==> src/rtl/hdr_ddr_pkg.sv <==
// Shared definitions for the I3C HDR-DDR word path (target Rx and controller Tx).
package hdr_ddr_pkg;

    typedef enum logic [3:0] {
        ST_IDLE,
        ST_CMD_PRE,
        ST_CMD_WORD,
        ST_CMD_PAR,
        ST_DATA_PRE,
        ST_DATA_WORD,
        ST_DATA_PAR,
        ST_CRC_TOKEN,
        ST_CRC_VAL,
        ST_WAIT_EXIT
    } rx_state_e;

    localparam int PRE_BITS     = 2;
    localparam int PAYLOAD_BITS = 16;
    localparam int PARITY_BITS  = 2;
    localparam int TOKEN_BITS   = 4;
    localparam int CRC_BITS     = 5;

    localparam logic [PRE_BITS-1:0]   PRE_CMD   = 2'b01;
    localparam logic [PRE_BITS-1:0]   PRE_DATA  = 2'b10;
    localparam logic [PRE_BITS-1:0]   PRE_CRC   = 2'b01;
    localparam logic [TOKEN_BITS-1:0] CRC_TOKEN = 4'b1100;

    // {PA1, PA0}: PA1 over odd payload bits, PA0 over even bits, inverted.
    function automatic logic [PARITY_BITS-1:0] ddr_parity(input logic [PAYLOAD_BITS-1:0] payload);
        logic pa1;
        logic pa0;
        pa1 = 1'b0;
        pa0 = 1'b1;
        for (int i = 0; i < PAYLOAD_BITS / 2; i++) begin
            pa1 = pa1 ^ payload[2*i+1];
            pa0 = pa0 ^ payload[2*i];
        end
        return {pa1, pa0};
    endfunction

endpackage

==> src/rtl/hdr_ddr_crc5.sv <==
// Serial CRC5 (x^5+x^2+1) LFSR, shared by the HDR-DDR Rx and Tx engines.
module hdr_ddr_crc5
    import hdr_ddr_pkg::*;
#(
    parameter logic [CRC_BITS-1:0] CRC_INIT = 5'h1F
) (
    input  logic                i_sys_clk,
    input  logic                i_sys_rst,
    input  logic                i_init,
    input  logic                i_en,
    input  logic                i_bit,
    output logic [CRC_BITS-1:0] o_crc
);

    logic fb;
    assign fb = o_crc[CRC_BITS-1] ^ i_bit;

    always_ff @(posedge i_sys_clk or negedge i_sys_rst) begin
        if (!i_sys_rst) begin
            o_crc <= CRC_INIT;
        end else if (i_init) begin
            o_crc <= CRC_INIT;
        end else if (i_en) begin
            o_crc <= {o_crc[CRC_BITS-2:0], 1'b0} ^ (fb ? 5'b00101 : 5'b00000);
        end
    end

endmodule

==> src/rtl/hdr_ddr_target_rx.sv <==
// I3C HDR-DDR target word receiver: deserialises command/data/CRC words and flags errors.
// Define HDR_DDR_RX_CRC_CHECK_EN to accumulate and check the trailing CRC5.
module hdr_ddr_target_rx
    import hdr_ddr_pkg::*;
#(
    parameter int          DATA_WORDS_MAX = 8,
    parameter logic [4:0]  CRC_INIT       = 5'h1F
) (
    input  logic        i_sys_clk,
    input  logic        i_sys_rst,
    input  logic        i_en,
    input  logic        i_sda,
    input  logic        i_scl_pos_edge,
    input  logic        i_scl_neg_edge,
    input  logic        i_hdr_restart,
    input  logic        i_hdr_exit,
    input  logic [6:0]  i_dyn_addr,
    output logic        o_cmd_valid,
    output logic        o_rnw,
    output logic [6:0]  o_cmd_code,
    output logic        o_addr_match,
    output logic        o_read_req,
    output logic [15:0] o_data,
    output logic        o_data_valid,
    output logic        o_parity_err,
    output logic        o_frame_err,
    output logic        o_crc_err,
    output logic        o_frame_done
);

    localparam int SHIFT_W = PAYLOAD_BITS + PARITY_BITS - 1;
    localparam int WCNT_W  = $clog2(DATA_WORDS_MAX + 2);
    localparam logic [WCNT_W-1:0] WCNT_LIMIT = WCNT_W'(DATA_WORDS_MAX + 1);

    rx_state_e          state;
    logic [SHIFT_W-1:0] shift_q;
    logic [4:0]         bit_cnt;
    logic [4:0]         state_len;
    logic [WCNT_W-1:0]  word_cnt;
    logic [WCNT_W-1:0]  word_cnt_nxt;
    logic [SHIFT_W:0]   word;
    logic               strobe;
    logic               last_bit;
    logic               addr_hit;
    logic               crc_bad;

    assign strobe       = i_scl_pos_edge | i_scl_neg_edge;
    // Window ending on the current bit: payload at [17:2], parity at [1:0].
    assign word         = {shift_q, i_sda};
    assign addr_hit     = (word[9:3] == i_dyn_addr);
    assign word_cnt_nxt = word_cnt + WCNT_W'(1);
    assign last_bit     = strobe && (bit_cnt == state_len - 5'd1);

    always_comb begin
        state_len = 5'(PRE_BITS);
        case (state)
            ST_CMD_WORD, ST_DATA_WORD: state_len = 5'(PAYLOAD_BITS);
            ST_CMD_PAR, ST_DATA_PAR:   state_len = 5'(PARITY_BITS);
            ST_CRC_TOKEN:              state_len = 5'(TOKEN_BITS);
            ST_CRC_VAL:                state_len = 5'(CRC_BITS);
            default:                   state_len = 5'(PRE_BITS);
        endcase
    end

`ifdef HDR_DDR_RX_CRC_CHECK_EN
    logic [CRC_BITS-1:0] crc;
    logic                crc_init;
    logic                crc_shift;

    assign crc_init  = !i_en || i_hdr_exit || i_hdr_restart || (state == ST_IDLE);
    assign crc_shift = strobe && (state == ST_CMD_WORD || state == ST_DATA_WORD);
    assign crc_bad   = (word[CRC_BITS-1:0] != crc);

    hdr_ddr_crc5 #(.CRC_INIT(CRC_INIT)) u_crc5 (
        .i_sys_clk (i_sys_clk),
        .i_sys_rst (i_sys_rst),
        .i_init    (crc_init),
        .i_en      (crc_shift),
        .i_bit     (i_sda),
        .o_crc     (crc)
    );
`else
    assign crc_bad = 1'b0;
`endif

    always_ff @(posedge i_sys_clk or negedge i_sys_rst) begin
        if (!i_sys_rst) begin
            state        <= ST_IDLE;
            shift_q      <= '0;
            bit_cnt      <= '0;
            word_cnt     <= '0;
            o_cmd_valid  <= 1'b0;
            o_rnw        <= 1'b0;
            o_cmd_code   <= '0;
            o_addr_match <= 1'b0;
            o_read_req   <= 1'b0;
            o_data       <= '0;
            o_data_valid <= 1'b0;
            o_parity_err <= 1'b0;
            o_frame_err  <= 1'b0;
            o_crc_err    <= 1'b0;
            o_frame_done <= 1'b0;
        end else begin
            o_cmd_valid  <= 1'b0;
            o_read_req   <= 1'b0;
            o_data_valid <= 1'b0;
            o_frame_done <= 1'b0;
            // NOTE: disable/exit/restart are checked before strobes so a bit landing in the same cycle is dropped.
            if (!i_en || i_hdr_exit || i_hdr_restart) begin
                state        <= (!i_en || i_hdr_exit) ? ST_IDLE : ST_CMD_PRE;
                bit_cnt      <= '0;
                word_cnt     <= '0;
                o_parity_err <= 1'b0;
                o_frame_err  <= 1'b0;
                o_crc_err    <= 1'b0;
            end else if (strobe) begin
                shift_q <= word[SHIFT_W-1:0];
                bit_cnt <= last_bit ? 5'd0 : bit_cnt + 5'd1;
                case (state)
                    // The entry edge out of IDLE carries no frame bit.
                    ST_IDLE: begin
                        state   <= ST_CMD_PRE;
                        bit_cnt <= '0;
                    end
                    ST_CMD_PRE: if (last_bit) begin
                        if (word[1:0] == PRE_CMD) begin
                            state <= ST_CMD_WORD;
                        end else begin
                            o_frame_err <= 1'b1;
                            state       <= ST_WAIT_EXIT;
                        end
                    end
                    ST_CMD_WORD: if (last_bit) state <= ST_CMD_PAR;
                    ST_CMD_PAR: if (last_bit) begin
                        o_cmd_valid  <= 1'b1;
                        o_rnw        <= word[17];
                        o_cmd_code   <= word[16:10];
                        o_addr_match <= addr_hit;
                        if (ddr_parity(word[17:2]) != word[1:0]) o_parity_err <= 1'b1;
                        if (word[17]) begin
                            o_read_req <= addr_hit;
                            state      <= ST_WAIT_EXIT;
                        end else begin
                            state <= ST_DATA_PRE;
                        end
                    end
                    ST_DATA_PRE: if (last_bit) begin
                        if (word[1:0] == PRE_DATA) begin
                            state <= ST_DATA_WORD;
                        end else if (word[1:0] == PRE_CRC) begin
                            state <= ST_CRC_TOKEN;
                        end else begin
                            o_frame_err <= 1'b1;
                            state       <= ST_WAIT_EXIT;
                        end
                    end
                    ST_DATA_WORD: if (last_bit) state <= ST_DATA_PAR;
                    ST_DATA_PAR: if (last_bit) begin
                        word_cnt <= word_cnt_nxt;
                        if (ddr_parity(word[17:2]) != word[1:0]) o_parity_err <= 1'b1;
                        if (word_cnt_nxt == WCNT_LIMIT) begin
                            o_frame_err <= 1'b1;
                            state       <= ST_WAIT_EXIT;
                        end else begin
                            if (o_addr_match) o_data <= word[17:2];
                            o_data_valid <= o_addr_match;
                            state        <= ST_DATA_PRE;
                        end
                    end
                    ST_CRC_TOKEN: if (last_bit) begin
                        if (word[TOKEN_BITS-1:0] != CRC_TOKEN) o_frame_err <= 1'b1;
                        state <= ST_CRC_VAL;
                    end
                    ST_CRC_VAL: if (last_bit) begin
                        if (crc_bad) o_crc_err <= 1'b1;
                        o_frame_done <= 1'b1;
                        state        <= ST_WAIT_EXIT;
                    end
                    default: bit_cnt <= '0;
                endcase
            end
        end
    end

endmodule

==> config.mk <==
export PLATFORM = sky130hd
export DESIGN_NAME = hdr_ddr_target_rx
export DESIGN_NICKNAME = d
export VERILOG_FILES = /design/src/rtl/hdr_ddr_pkg.sv /design/src/rtl/hdr_ddr_crc5.sv /design/src/rtl/hdr_ddr_target_rx.sv
export SDC_FILE = /design/constraint.sdc
export NUM_CORES = 1
export LEC_CHECK = 0
export CAP_MARGIN = 20
export CORE_MARGIN = 3
export CORE_UTILIZATION = 30
export CTS_BUF_LIST = sky130_fd_sc_hd__clkbuf_16
export CTS_CLUSTER_SIZE = 12
export DETAILED_ROUTE_END_ITERATION = 7
export PLACE_DENSITY_LB_ADDON = 0.2
export SLEW_MARGIN = 5
export SYNTH_ARGS = -nofsm -noshare
export SYNTH_HDL_FRONTEND = slang
export SYNTH_SLANG_ARGS = --single-unit
==> constraint.sdc <==
create_clock -name i_sys_clk -period 3.5 [get_ports i_sys_clk]
set_clock_uncertainty 0.15 [all_clocks]
set_input_delay 0.7 -clock i_sys_clk [delete_from_list [all_inputs] [get_ports i_sys_clk]]
set_output_delay 0.7 -clock i_sys_clk [all_outputs]
set_load 0.005 [all_outputs]
==> impl_metrics.toml, run 1 <==
[outcome]
status = "finished, final reports clean"

[critical_path]
critPathSlowestCell = "or4b_1"
end_kind = "flip-flop"
worstPathCellList = "or3b_2, a21oi_1, ha_1, xor2_1, nand2_1, mux2i_1, nand3_2, or4b_1, buf_4, mux2_1"
cp.arrival_ns = 3.31
cp_max_fo = 16
r2r_slack_ns = 0.24
worst_path_largest_cell_delay_ns = 0.53
critical_path.startpoint_type = "flip-flop"
crit_required_ns = 3.55
worstSetupPathType = "flip-flop to flip-flop"

[synthesis]
yosys_warnings = 0
synth-seq-cells = 61
ys_seq_area_share_pct = 46.5
synth_ff_type = "dfrtp_1"
synth_edf_count = 0
synth.distinct_cells = 51
synthCells = 299
synth_nets = 322
netlist_area_mm2 = 0.00329
async_flop_share_pct = 100
synth_area_per_cell_um2 = 11.0

[clocking]
clkTransAtPathRegs_ns = 0.06
htreeDepth = 3
cts_hold_buf = 0
cts_root_buffer = "clkbuf_16"
cts.sinks = 61
cts_setup_buffers = 0
cts_buffer_depth = 2
clock_latency_ns = 0.33
cts.repair.resized = 0
cts_buffers = 9
cts_tree = "yes"

[timing]
finalHoldViolCount = 0
finalSetupViolCount = 0
rsz0062_at_grt = "no"
fmax_mhz = 307
period_share_pct = 93.1
slew_viol_final = 0
worstMarginPinSlew_ns = 0.549
setup_tns_ns = 0
holdWs_ns = 0.172
relSlewSlack_pct = 63.1
fin_crit_ns = 3.26

[placed_design]
io_buffers = 45
dp_hpwl_um = 5400
routabilityCongestion = 0.834

[run]
cap_viol_max_count = 0

[layout]
utilization_pct = 40.2
n_antenna_cell = 0
nets = 377
mostFrequentLayoutCells = "dfrtp_1 (61), clkdlybuf4s50_1 (44), mux2_2 (27)"
final_common_cell = "dfrtp_1"
syn_to_final_growth_pct = 28.5
drive_gt1_share_pct = 19.8

[floorplan]
fp.dieH_um = 111
initial_utilization_pct = 31.3
die_area_mm2 = 0.0122
coreArea_mm2 = 0.0105
die_w_um = 111
row_count = 37
io_pins = 47

[power_and_ir_drop]
ir_drop_mv = 0.261
leakage_nw = 1.86
p_total_mw = 2.04
powerDensity_mw_per_mm2 = 483

[drt]
firstDrtPassIters = 5
route.antenna.remaining_nets = 0
drt-initial-drc-count = 58
wl_per_cell_um = 15.3
via_per_inst = 4.89
route.detailed.drc = 0
drt_wl_total_um = 7560
vias = 2423

[global_route]
grt_first_pass_wirelength_um = 12600
first_global_vias = 2418
grt_use_total_pct = 12.8
grt_max_degree = 25
antenna_found_initial = 0
overflow = 0

[min_path]
hold_path_class = "primary input to asynchronous set/reset pin"
[cell families after synthesis]
kind of cell,synth area share (%)
xor+xnor,7.73
fa+ha+maj,3.05
simple gates,13.9
mux,16.1
flops,46.5
compound gates,8.30
other cells,0.114
buf+inv,4.30
[cell type report]
class	count	area, um2
fillers	993	6290
clock buffers	9	225
multi-input cells	212	1620
inverters	11	41.3
clock inverters	7	91.3
repair buffers	59	551
well taps	136	170
flip-flops and latches	61	1530
[critical path, delay by kind of cell (launching register included)]
kind	cells	cell delay [ns]
flops	1	0.37
buf+inv	1	0.25
compound gates	1	0.15
fa+ha+maj	1	0.17
mux	2	0.64
xor+xnor	1	0.18
simple gates	4	1.22
[metal layers]
| layer | global-route usage, % | part of all wire, % |
|---|---|---|
| met5 | 0 | 0 |
| met3 | 3.82 | 5.0 |
| met1 | 16.7 | 46 |
| met2 | 20.0 | 48 |
| met4 | 4.60 | 1.8 |
[worst paths after layout]
path | startpoint | end | cells past startpoint
worst min-delay path | i_sys_rst | word_cnt[0] | 1
worst max register to register | state[2] | o_data[0] | 10
min in group i_sys_clk | o_data[1] | o_data[1] | 1
max in group asynchronous | i_sys_rst | shift_q[4] | 2
worst max-delay path | state[2] | o_data[0] | 10
worst min register to register | o_data[1] | o_data[1] | 1
[synth_stat cells, drive strengths merged (3+ instances only)]
library cell / count / area, um2
mux2: 41 / 499
nand3: 13 / 70.1
clkbuf: 7 / 26.3
xor2: 6 / 52.6
nor3: 11 / 55.1
or3: 3 / 18.8
nand4: 5 / 31.3
nor2: 14 / 55.1
mux2i: 3 / 30.0
o21ai: 16 / 80.1
xnor2: 23 / 201
nor2b: 3 / 18.8
dfrtp: 61 / 1530
buf: 8 / 73.8
nor4: 3 / 18.8
ha: 8 / 100
inv: 11 / 41.3
nand2: 19 / 71.3
a21oi: 14 / 70.1
[power breakdown]
part	leakage [nW]	internal, mW	switching, mW
Clock	0.150	0.618	0.318
Sequential	0.843	0.746	0.0704
Combinational	0.865	0.158	0.126
Total	1.86	1.52	0.514
[stage by stage]
| step | instances | setup slack (ns) | area (um2) |
|---|---|---|---|
| after floorplan | 299 | 0.180 | 3290 |
| after detailed placement | 479 | 0.259 | 3910 |
| after global placement | 479 | 0.284 | 3910 |
| after global routing | 495 | 0.0713 | 4220 |
| final | 495 | 0.240 | 4220 |
| after CTS | 495 | 0.255 | 4220 |
[state kept, by name, indices dropped and copies added, names as in the netlist]
name and count:
shift_q 17, o_frame_done 1, o_cmd_code 7, o_parity_err 1, bit_cnt 5, o_data 16, o_data_valid 1, state 4
o_read_req 1, o_frame_err 1, word_cnt 4, o_rnw 1, o_cmd_valid 1, o_addr_match 1
Power figures use the tool's default switching activity.
==> run 2, diff against run 1 <==
--- a/config.mk
+++ b/config.mk
@@ -15,4 +15,5 @@
 export SLEW_MARGIN = 5
 export SYNTH_ARGS = -nofsm -noshare
 export SYNTH_HDL_FRONTEND = slang
+export SYNTH_HIERARCHICAL = 1
 export SYNTH_SLANG_ARGS = --single-unit
==> results of run 2 <==
No change in the layout: final DEF, timing and power equal those of run 1.
Among the figures that moved: Yosys warning count 0 -> 6
